===== src/rtl/memory_arbiter_pkg.sv =====
// Shared constants and types for the two-client memory arbiter.
// The read tag travels alongside each read so its data returns to the right client.
package memory_arbiter_pkg;

  localparam int DEFAULT_ADDR_W = 4;
  localparam int DEFAULT_DATA_W = 8;

  localparam logic CLIENT0 = 1'b0;
  localparam logic CLIENT1 = 1'b1;

  typedef struct packed {
    logic valid;
    logic client;
  } read_tag_t;

  localparam read_tag_t TAG_NONE = '{valid: 1'b0, client: CLIENT0};

endpackage


===== src/rtl/rr_arbiter_2.sv =====
// Two-way round-robin selector: masks out clients whose grant is still showing,
// then picks one winner (one-hot) and flips the priority pointer past it.
module rr_arbiter_2
  import memory_arbiter_pkg::*;
(
  input  logic       clk,
  input  logic       rst,
  input  logic [1:0] req,
  input  logic [1:0] busy,
  output logic [1:0] grant
);

  logic [1:0] eligible;
  logic       ptr_reg;

  // A request seen while its own grant is high is the already-served one.
  assign eligible = req & ~busy;

  always_comb begin
    grant = eligible;
    if (eligible == 2'b11) begin
      grant = (ptr_reg == CLIENT1) ? 2'b10 : 2'b01;
    end
  end

  always_ff @(posedge clk or posedge rst) begin
    if (rst) begin
      ptr_reg <= CLIENT0;
    end else if (grant[0]) begin
      ptr_reg <= CLIENT1;
    end else if (grant[1]) begin
      ptr_reg <= CLIENT0;
    end
  end

endmodule


===== src/rtl/memory_arbiter.sv =====
// Shares one registered-read dual-port memory between two req/gnt clients.
// Reads return on rdata with a per-client rvalid three cycles after the request is sampled.
module memory_arbiter
  import memory_arbiter_pkg::*;
#(
  parameter int ADDR_W = DEFAULT_ADDR_W,
  parameter int DATA_W = DEFAULT_DATA_W
) (
  input  logic              clk,
  input  logic              rst,
  input  logic              req0,
  input  logic              req1,
  input  logic              we0,
  input  logic              we1,
  input  logic [ADDR_W-1:0] addr0,
  input  logic [ADDR_W-1:0] addr1,
  input  logic [DATA_W-1:0] wdata0,
  input  logic [DATA_W-1:0] wdata1,
  output logic              gnt0,
  output logic              gnt1,
  output logic              rvalid0,
  output logic              rvalid1,
  output logic [DATA_W-1:0] rdata,
  output logic              mem_w_en,
  output logic              mem_r_en,
  output logic [ADDR_W-1:0] mem_w_addr,
  output logic [ADDR_W-1:0] mem_r_addr,
  output logic [DATA_W-1:0] mem_w_data,
  input  logic [DATA_W-1:0] mem_r_data
);

  logic [1:0]        grant;
  logic              any_grant;
  logic              sel;
  logic              sel_we;
  logic [ADDR_W-1:0] sel_addr;
  logic [DATA_W-1:0] sel_wdata;

  // issue_tag sits beside the grant; tag_s1/tag_s2 follow the memory's two-cycle read.
  read_tag_t issue_tag_reg;
  read_tag_t tag_s1_reg;
  read_tag_t tag_s2_reg;

  rr_arbiter_2 u_rr (
    .clk   (clk),
    .rst   (rst),
    .req   ({req1, req0}),
    .busy  ({gnt1, gnt0}),
    .grant (grant)
  );

  assign any_grant = |grant;
  assign sel       = grant[1] ? CLIENT1 : CLIENT0;
  assign sel_we    = (sel == CLIENT1) ? we1    : we0;
  assign sel_addr  = (sel == CLIENT1) ? addr1  : addr0;
  assign sel_wdata = (sel == CLIENT1) ? wdata1 : wdata0;

  always_ff @(posedge clk or posedge rst) begin
    if (rst) begin
      gnt0       <= 1'b0;
      gnt1       <= 1'b0;
      mem_w_en   <= 1'b0;
      mem_r_en   <= 1'b0;
      mem_w_addr <= '0;
      mem_w_data <= '0;
      mem_r_addr <= '0;
    end else begin
      gnt0     <= grant[0];
      gnt1     <= grant[1];
      mem_w_en <= any_grant & sel_we;
      mem_r_en <= any_grant & ~sel_we;
      if (any_grant && sel_we) begin
        mem_w_addr <= sel_addr;
        mem_w_data <= sel_wdata;
      end
      if (any_grant && !sel_we) begin
        mem_r_addr <= sel_addr;
      end
    end
  end

  always_ff @(posedge clk or posedge rst) begin
    if (rst) begin
      issue_tag_reg <= TAG_NONE;
      tag_s1_reg    <= TAG_NONE;
      tag_s2_reg    <= TAG_NONE;
    end else begin
      issue_tag_reg <= '{valid: any_grant & ~sel_we, client: sel};
      tag_s1_reg    <= issue_tag_reg;
      tag_s2_reg    <= tag_s1_reg;
    end
  end

  always_ff @(posedge clk or posedge rst) begin
    if (rst) begin
      rvalid0 <= 1'b0;
      rvalid1 <= 1'b0;
      rdata   <= '0;
    end else begin
      rvalid0 <= tag_s2_reg.valid & (tag_s2_reg.client == CLIENT0);
      rvalid1 <= tag_s2_reg.valid & (tag_s2_reg.client == CLIENT1);
      if (tag_s2_reg.valid) begin
        rdata <= mem_r_data;
      end
    end
  end

endmodule


===== config.mk =====
export PLATFORM = sky130hd
export DESIGN_NAME = memory_arbiter
export DESIGN_NICKNAME = d
export VERILOG_FILES = /design/src/rtl/memory_arbiter_pkg.sv /design/src/rtl/rr_arbiter_2.sv /design/src/rtl/memory_arbiter.sv
export SDC_FILE = /design/constraint.sdc
export NUM_CORES = 1
export LEC_CHECK = 0
export CAP_MARGIN = 20
export CORE_ASPECT_RATIO = 1.4
export CORE_MARGIN = 2
export CORE_UTILIZATION = 46
export CTS_BUF_LIST = sky130_fd_sc_hd__clkbuf_4 sky130_fd_sc_hd__clkbuf_8
export CTS_CLUSTER_SIZE = 25
export DETAILED_ROUTE_END_ITERATION = 10
export PLACE_DENSITY = 0.94
export SYNTH_ARGS = -nofsm -noshare
export SYNTH_HDL_FRONTEND = slang
export SYNTH_SLANG_ARGS = --single-unit

===== constraint.sdc =====
create_clock -name clk -period 3.3 [get_ports clk]
set_clock_uncertainty 0.2 [all_clocks]
set_input_delay 0.495 -clock clk [delete_from_list [all_inputs] [get_ports clk]]
set_output_delay 0.495 -clock clk [all_outputs]
set_load 0.1 [all_outputs]

Yosys cells after proc, flatten, opt, wreduce, memory -nomap -nowiden
Index checks and enable logic that the tools add are counted.
{ "classes": {"shifts": 0, "n_div": 0, "n_bitwise": 8, "order_cmp": 0, "n_addsub": 0, "mul": 0, "muxes": 8, "reduce_logical": 5, "eq_ne": 1} }
{ "ops": {"columns": ["op", "count"], "rows": [
  ["8-bit two-way mux", 1],
  ["1-bit AND", 4],
  ["1-bit two-way mux", 4],
  ["2-bit two-way mux", 2],
  ["4-bit two-way mux", 1],
  ["2-bit AND", 1],
  ["2-bit equality test (second input constant)", 1],
  ["1-bit logical AND", 2],
  ["1-bit inverter", 2],
  ["2-bit inverter", 1],
  ["2-bit nonzero test", 1],
  ["2-bit OR reduction", 1],
  ["1-bit zero test", 1]
]} }
{ "word_totals": {"mem_count": 0, "out_inout_bits": 30, "latch_bits": 0, "elab_cells": 38, "ramBits": 0, "rom_bits": 0, "inputBits": 38, "ff_bits": 36} }

Depth between registers and ports, before layout
Gate-level depths: netlist (run 1).
{ "depth": {"word_depth": 8, "ltp_mapped": 5, "mapped_depth_nobuf": 3} }

Hierarchy
From an unflattened synthesis (run 1), not the netlist that was laid out.
{ "hier_totals": {"cells_unflattened": 119, "area_unflattened_um2": 1562.7} }
{ "by_module_without_submodules": {"columns": ["module", "n_inst", "cells_per_inst", "area_per_inst_um2", "seq_area_each_um2"], "rows": [
  ["memory_arbiter", 1, 110, 1481.4, 850.8],
  ["rr_arbiter_2", 1, 9, 81.3, 25.0]
]} }

Worst setup path after synthesis (run 1)
Ideal clock, no wire load.
{ "synth_path": {"kind": "register to register", "from": "register gnt1", "to": "register mem_w_addr[0]", "slack_ps": 1045, "t_required_ps": 3018, "path_stages_with_launch": 6, "path_buffers": 2, "period_less_slack_ps": 2255, "setup_time_ps": 82, "t_arrival_ps": 1973, "path_cell_list": "dfrtp_1 -> and3b_2 -> buf_2 -> or2_2 -> buf_2 -> a31oi_1"} }
{ "synth_via": {"elab_chain_len": 7, "word_cells_on_any_way": 9, "classes_between": "1 x eq/ne; 4 x mux; 2 x bitwise; 2 x reduce/logical"} }
{ "synth_rtl": {"columns": ["item", "line", "text"], "rows": [
  ["from (decl)", "memory_arbiter.sv:20", "output logic gnt1,"],
  ["from (signal assigned)", "memory_arbiter.sv:69", "gnt1 <= grant[1];"],
  ["2-bit inverter *", "rr_arbiter_2.sv:17", "assign eligible = req & ~busy;"],
  ["2-bit AND *", "rr_arbiter_2.sv:17", null],
  ["2-bit equality test", "rr_arbiter_2.sv:21", "if (eligible == 2'b11) begin"],
  ["2-bit two-way mux *", "rr_arbiter_2.sv:21", null],
  ["1-bit two-way mux", "memory_arbiter.sv:53", "assign sel = grant[1] ? CLIENT1 : CLIENT0;"],
  ["1-bit two-way mux", "memory_arbiter.sv:54", "assign sel_we = (sel == CLIENT1) ? we1 : we0;"],
  ["1-bit logical AND", "memory_arbiter.sv:72", "if (any_grant && sel_we) begin"],
  ["to (signal assigned)", "memory_arbiter.sv:73", "mem_w_addr <= sel_addr;"],
  ["to (decl)", "memory_arbiter.sv:26", "output logic [ADDR_W-1:0] mem_w_addr,"]
]} }
Every way passes the cells marked *; elsewhere a longest branch is shown, timed or not.
A chain may end at the register's enable or synchronous reset.

Worst setup path after layout (run 1)
{ "layout_path": {"from": "input port req1", "to": "register mem_w_data[6]"} }
{ "layout_via": {"elab_chain_len": 6, "word_cells_on_any_way": 8, "classes_between": "1 x eq/ne; 4 x mux; 1 x bitwise; 2 x reduce/logical"} }
{ "layout_rtl": {"columns": ["item", "line", "text"], "rows": [
  ["from (decl)", "memory_arbiter.sv:12", "input logic req1,"],
  ["2-bit AND *", "rr_arbiter_2.sv:17", null],
  ["2-bit equality test", "rr_arbiter_2.sv:21", null],
  ["2-bit two-way mux *", "rr_arbiter_2.sv:21", null],
  ["1-bit two-way mux", "memory_arbiter.sv:53", null],
  ["1-bit two-way mux", "memory_arbiter.sv:54", null],
  ["1-bit logical AND", "memory_arbiter.sv:72", null],
  ["to (signal assigned)", "memory_arbiter.sv:74", "mem_w_data <= sel_wdata;"],
  ["to (decl)", "memory_arbiter.sv:28", "output logic [DATA_W-1:0] mem_w_data,"]
]} }
Marked as above.

==> impl_metrics.env, run 1 <==
export IMPL_status="finished clean"
export IMPL_dr_pass1_iters=5
export IMPL_vias_per_cell=5.64
export IMPL_clock_sinks=35
export IMPL_overflow=0
export IMPL_synthCells=135
export IMPL_start_kind="input port"
export IMPL_grt_antenna_before_repair=0
export IMPL_cts_resized_gates=0
export IMPL_hold_ws_ps=159
export IMPL_ios=68
export IMPL_syn_area_um2=1530
export IMPL_cts_setup_buffers=0
export IMPL_tns_ps=0
export IMPL_vdd_drop_max_mv=0.730
export IMPL_period_needed_ps=2340
export IMPL_die_y_um=72.3
export IMPL_area_growth_pct=48.2
export IMPL_reg_top3="mem_w_data x8, rdata x8"
export IMPL_hpwl_um=2880
export IMPL_worstSetupPathType="in -> reg"
export IMPL_cp_end_kind="register"
export IMPL_nets=239
export IMPL_insertion_delay_ps=290
export IMPL_initialDrtViolationCount=19
export IMPL_maxCapViolations=0
export IMPL_root_buffer="clkbuf_8"
export IMPL_grt_usage_pct=23.1
export IMPL_coreArea_um2=3150
export IMPL_syn_nets=173
export IMPL_drc=0
export IMPL_rsz0062_at_grt="false"
export IMPL_fin_ws_ps=963
export IMPL_synth_seq_cells=35
export IMPL_portBuffers=67
export IMPL_regArea_um2=876
export IMPL_ant_nets=0
export IMPL_grt_max_degree=36
export IMPL_die_w_um=52.8
export IMPL_dp_slack_ps=673
export IMPL_cts_buffers=5
export IMPL_crit_required_ps=3300
export IMPL_routed_wire_length_per_instance_um=16.2
export IMPL_hold_buffers=0
export IMPL_slew_viol_final=0
export IMPL_clk_pin_slew_worst_paths_ps=70
export IMPL_cp_max_fo=25
export IMPL_multi_input_area_um2=608
export IMPL_yosysWarnings=0
export IMPL_cts_tree="done"
export IMPL_drive_gt1_share_pct=33.2
export IMPL_diodes=0
export IMPL_finalCoreUtilization_pct=72.1
export IMPL_relSlewSlack_pct=54.0
export IMPL_worstMarginPinSlew_ps=687
export IMPL_initial_utilization_pct=48.6
export IMPL_crit_arrival_ps=2340
export IMPL_htreeDepth=2
export IMPL_power_total_mw=2.28
export IMPL_ys_seq_area_share_pct=57.1
export IMPL_power_density_nw_per_um2=1000
export IMPL_p_leak_nw=0.968
export IMPL_clockBufferDepth=2
export IMPL_avgSynthCellArea_um2=11.4
export IMPL_grt_pass1_vias=1417
export IMPL_hold_class="reg -> reg"
export IMPL_ys_types=22
export IMPL_rows=24
export IMPL_routed_wl_um=3900
export IMPL_max_freq_ghz=0.428
export IMPL_finalHoldViolCount=0
export IMPL_place_gp_congestion=0.789
export IMPL_grt_pass1_wl_um=6310
export IMPL_period_share_pct=70.8
export IMPL_vias=1359
export IMPL_fill_cells=237
export IMPL_finalSetupViolCount=0
export IMPL_die_area_um2=3820
[worst paths after layout]
kind | to | slack, ps | depth (start not counted) | startpoint
setup reg to reg | mem_w_data[6] | 1170 | 3 | gnt1
min in group asynchronous | rdata[2] | 400 | 3 | rst
hold reg to reg | tag_s2_reg[1] | 160 | 0 | tag_s1_reg[1]
setup / recovery | mem_w_data[6] | 960 | 4 | req1
max in group asynchronous | rdata[3] | 2190 | 3 | rst
hold / removal | tag_s2_reg[1] | 160 | 0 | tag_s1_reg[1]
[worst max-delay path: stages]
cell and delay (ps):
clkdlybuf4s50_1 500, nand3b_1 490, or3b_2 650, a31oi_1 200
[synth_stat cells]
| master | instances | area (µm²) |
|---|---|---|
| inv_1 | 1 | 3.75 |
| or2b_2 | 1 | 8.76 |
| and3b_2 | 1 | 10.0 |
| o21ai_0 | 18 | 90.1 |
| and2_1 | 1 | 6.26 |
| clkbuf_1 | 7 | 26.3 |
| nor2b_1 | 1 | 6.26 |
| or3b_2 | 13 | 114 |
| nor3b_2 | 1 | 12.5 |
| nand3b_1 | 2 | 15.0 |
| dfrtp_1 | 35 | 876 |
| a31oi_1 | 16 | 100 |
| nor3_1 | 16 | 80.1 |
| nor2_1 | 1 | 3.75 |
| or3b_1 | 5 | 43.8 |
| buf_2 | 2 | 10.0 |
| a21o_1 | 1 | 7.51 |
| clkbuf_2 | 1 | 5.00 |
| or2_2 | 2 | 12.5 |
| nor3b_1 | 1 | 7.51 |
| buf_1 | 1 | 3.75 |
| mux2_2 | 8 | 90.1 |
[power breakdown]
part | total [mW] | internal, mW | switching [mW]
clock | 0.396 | 0.244 | 0.152
combinational | 1.26 | 0.274 | 0.989
sequential | 0.621 | 0.550 | 0.0713
total | 2.28 | 1.07 | 1.21
[cell type report]
class                   instances  area share (%)
clock buffers                   6            3.63
clock inverters                 2            1.54
inverters                       1           0.165
multi-input cells              88            26.8
flip-flops and latches         35            38.5
well taps                      39            2.15
repair buffers                 70            27.2
[kinds of logic after synthesis]
| kind of cell | after synthesis | share of synthesized area [%] |
|---|---|---|
| buf+inv | 12 | 3.18 |
| simple gates | 45 | 20.9 |
| flops | 35 | 57.1 |
| compound gates | 35 | 12.9 |
| mux | 8 | 5.88 |
[cells in the final DEF (no fill, tap or decap)]
master            n
or2b_2            1
or3b_2           13
mux2_2            8
o21ai_0          18
nor2_1            1
nor3b_1           1
or2_2             2
clkdlybuf4s50_1  37
clkbuf_8          6
bufinv_16         1
and3b_2           1
and2_1            1
a21o_1            1
or3b_1            5
inv_1             1
clkinv_2          1
a31oi_1          16
nor3_1           16
buf_4            33
dfrtp_1          35
nor2b_1           1
nor3b_2           1
nand3b_1          2
[per-stage QoR]
step | std cells | instance area [µm²]
floorplan | 135 | 1530
global placement | 233 | 2150
detailed placement | 233 | 2150
CTS | 241 | 2270
global route | 241 | 2270
finish | 241 | 2270
[per-layer routing]
metal / up-vias / wire, µm / track usage (%)
met5: - / 0 / 0
met3: 10 / 382 / 8.44
met4: 0 / 104 / 12.8
met2: 72 / 2000 / 38.3
li1: 629 / - / -
met1: 648 / 1410 / 24.9
Power figures use the tool's default switching activity.
==> run 2: changes to the inputs <==
--- a/config.mk
+++ b/config.mk
@@ -8,11 +8,11 @@
 export CAP_MARGIN = 20
 export CORE_ASPECT_RATIO = 1.4
 export CORE_MARGIN = 2
-export CORE_UTILIZATION = 46
+export CORE_UTILIZATION = 39
 export CTS_BUF_LIST = sky130_fd_sc_hd__clkbuf_4 sky130_fd_sc_hd__clkbuf_8
 export CTS_CLUSTER_SIZE = 25
 export DETAILED_ROUTE_END_ITERATION = 10
-export PLACE_DENSITY = 0.94
+export PLACE_DENSITY = 0.85
 export SYNTH_ARGS = -nofsm -noshare
 export SYNTH_HDL_FRONTEND = slang
 export SYNTH_SLANG_ARGS = --single-unit
==> constraint.sdc (replaced) <==
create_clock -name clk -period 1.9 [get_ports clk]
set_clock_uncertainty 0.2 [all_clocks]
set_input_delay 0.285 -clock clk [delete_from_list [all_inputs] [get_ports clk]]
set_output_delay 0.285 -clock clk [all_outputs]
set_load 0.1 [all_outputs]
==> run 2 against run 1 <==
- clock power rose by 100%
- clock-buffer cell count fell by 1
- critical path depth did not move
- sequential cell count did not move
- worst hold slack got worse by 16 ps
- critical path type is now reg -> reg
- sequential share of layout area fell by 6.8 points
- final cell count rose by 6.6%
- non-clock buffer count rose by 12
- global-route usage fell by 3.4 points
==> impl_metrics.env, run 2 (synthesis gave the netlist of run 1 again) <==
export IMPL_final_area_um2=2780
export IMPL_max_freq_ghz=0.543
export IMPL_intPower_mw=2.49
export IMPL_coreArea_um2=3850
export IMPL_initial_utilization_pct=39.8
export IMPL_vias=1401
export IMPL_swShare_pct=47.4
export IMPL_p_leak_nw=1.16
export IMPL_clockBufferDepth=2
export IMPL_grt_antenna_before_repair=0
export IMPL_power_frac_seq_pct=25.2
export IMPL_final_common_cell="clkdlybuf4s50_1"
export IMPL_grt_pass1_wl_um=6840
export IMPL_hold_class="in -> async"
export IMPL_power_total_mw=4.72
export IMPL_portBuffers=67
export IMPL_overflow=0
export IMPL_max_stage_delay_ps=510
export IMPL_pwr_share_clk_pct=16.9
export IMPL_slew_viol_final=0
export IMPL_dpl_cell_area_um2=2650
export IMPL_place_gp_congestion=0.750
export IMPL_htreeDepth=2
export IMPL_finalCoreUtilization_pct=72.3
export IMPL_insertion_delay_ps=290
export IMPL_routed_wl_um=4000
export IMPL_initialDrtViolationCount=21
export IMPL_die_w_um=57.0
export IMPL_crit_required_ps=1910
export IMPL_nets=251
export IMPL_hold_buffers=0
export IMPL_slowest_stage="dfrtp_4"
export IMPL_area_growth_pct=81.6
export IMPL_multi_input_area_um2=611
export IMPL_cp_max_fo=13
export IMPL_die_y_um=78.2
export IMPL_routed_wire_length_per_instance_um=15.5
export IMPL_rows=27
export IMPL_clock_sinks=35
export IMPL_grt_usage_pct=19.7
export IMPL_worstMarginPinSlew_ps=354
export IMPL_drc=0
export IMPL_hold_ws_ps=143
export IMPL_rsz0062_at_grt="true"
export IMPL_cts_buffers=5
export IMPL_start_kind="register"
export IMPL_crit_chain="nand3b_1 -> buf_4 -> or3b_2 -> a31oi_1"
export IMPL_ios=68
export IMPL_relSlewSlack_pct=76.4
export IMPL_cts_setup_buffers=0
export IMPL_p_switching_mw=2.24
export IMPL_power_density_nw_per_um2=1700
export IMPL_fill_cells=274
export IMPL_cts_resized_gates=0
export IMPL_vias_per_cell=5.45
export IMPL_finalSetupViolCount=0
export IMPL_reg_top3="mem_w_data x8, rdata x8"
export IMPL_finalHoldViolCount=0
export IMPL_drive_gt1_share_pct=37.9
export IMPL_clk_pin_slew_worst_paths_ps=80
export IMPL_dr_pass1_iters=5
export IMPL_regArea_um2=883
export IMPL_cp_end_kind="register"
export IMPL_vdd_drop_max_mv=1.17
export IMPL_period_needed_ps=1840
export IMPL_period_share_pct=97.0
export IMPL_crit_arrival_ps=1850
export IMPL_die_area_um2=4450
export IMPL_layout_common_cells="clkdlybuf4s50_1, dfrtp_1, buf_12, o21ai_0"
export IMPL_ant_nets=0
export IMPL_diodes=0
export IMPL_worstSetupPathType="reg -> reg"
export IMPL_maxCapViolations=0
export IMPL_hpwl_um=3030
export IMPL_status="finished clean"
export IMPL_pwr_share_comb_pct=57.9
export IMPL_grt_max_degree=36
export IMPL_tns_ps=0
export IMPL_root_buffer="clkbuf_8"
export IMPL_grt_pass1_vias=1507
export IMPL_cts_tree="done"
==> run 2: cell types whose count changed in the layout (fill, tap and decap cells not counted) <==
cell,change
clkinv_2,-1
bufinv_16,+1
or2_2,-1
clkbuf_8,-1
dfrtp_1,-2
buf_4,-19
dfrtp_4,+2
or2_4,+1
buf_12,+31
clkinvlp_4,+1
==> run 2: stage by stage <==
stage	worst slack, ps	std cells
after floorplan	-0.0504	135
after global placement	-138	249
after detailed placement	-204	249
after CTS	47.0	257
after global routing	-22.5	257
final	57.2	257
==> run 2: final cells by class <==
cell class	count	area share (%)
timing repair buffer	82	39.4
sequential	35	31.7
multi-input combinational	88	21.9
clock buffer	5	2.47
clock inverter	3	2.43
tap	43	1.93
inverter	1	0.135
==> run 2: routing by layer <==
layer / part of all wire [%] / wire, µm / global-route usage (%) / vias up
met2: 53 / 2110 / 34.6 / 64
li1: - / - / - / 649
met5: 0 / 0 / 0 / -
met1: 38 / 1520 / 21.7 / 675
met3: 6.3 / 252 / 5.44 / 13
met4: 2.8 / 110 / 8.84 / 0
==> run 2: final timing paths <==
check                           slack, ps     startpoint  cells after the start            end
worst max-delay path                   60           gnt1                      4  mem_w_addr[1]
worst max register to register         60           gnt1                      4  mem_w_addr[1]
max in group asynchronous            1160            rst                      3           gnt0
worst min-delay path                  140            rst                      3  mem_w_addr[1]
worst min register to register        150  tag_s1_reg[1]                      0  tag_s2_reg[1]
min in group clk                      150  tag_s1_reg[1]                      0  tag_s2_reg[1]
==> run 2: worst max-delay path: cells and delay by family (launching register included) <==
family	cells	cell delay, ps
AOI/OAI and AO/OA	1	150
buffers and inverters	1	210
DFF	1	510
and+or+nand+nor	2	690
==> run 2: power by group through the flow <==
| stage | Combinational (mW) | Clock [mW] | Sequential [mW] |
|---|---|---|---|
| after global routing | 2.82 | 0.846 | 1.22 |
| after detailed placement | 2.74 | 0 | 1.21 |
| after CTS | 2.75 | 0.815 | 1.19 |
| after floorplan | 0.316 | 0 | 2.47 |
| after global placement | 2.71 | 0 | 1.19 |
| final | 2.74 | 0.798 | 1.19 |
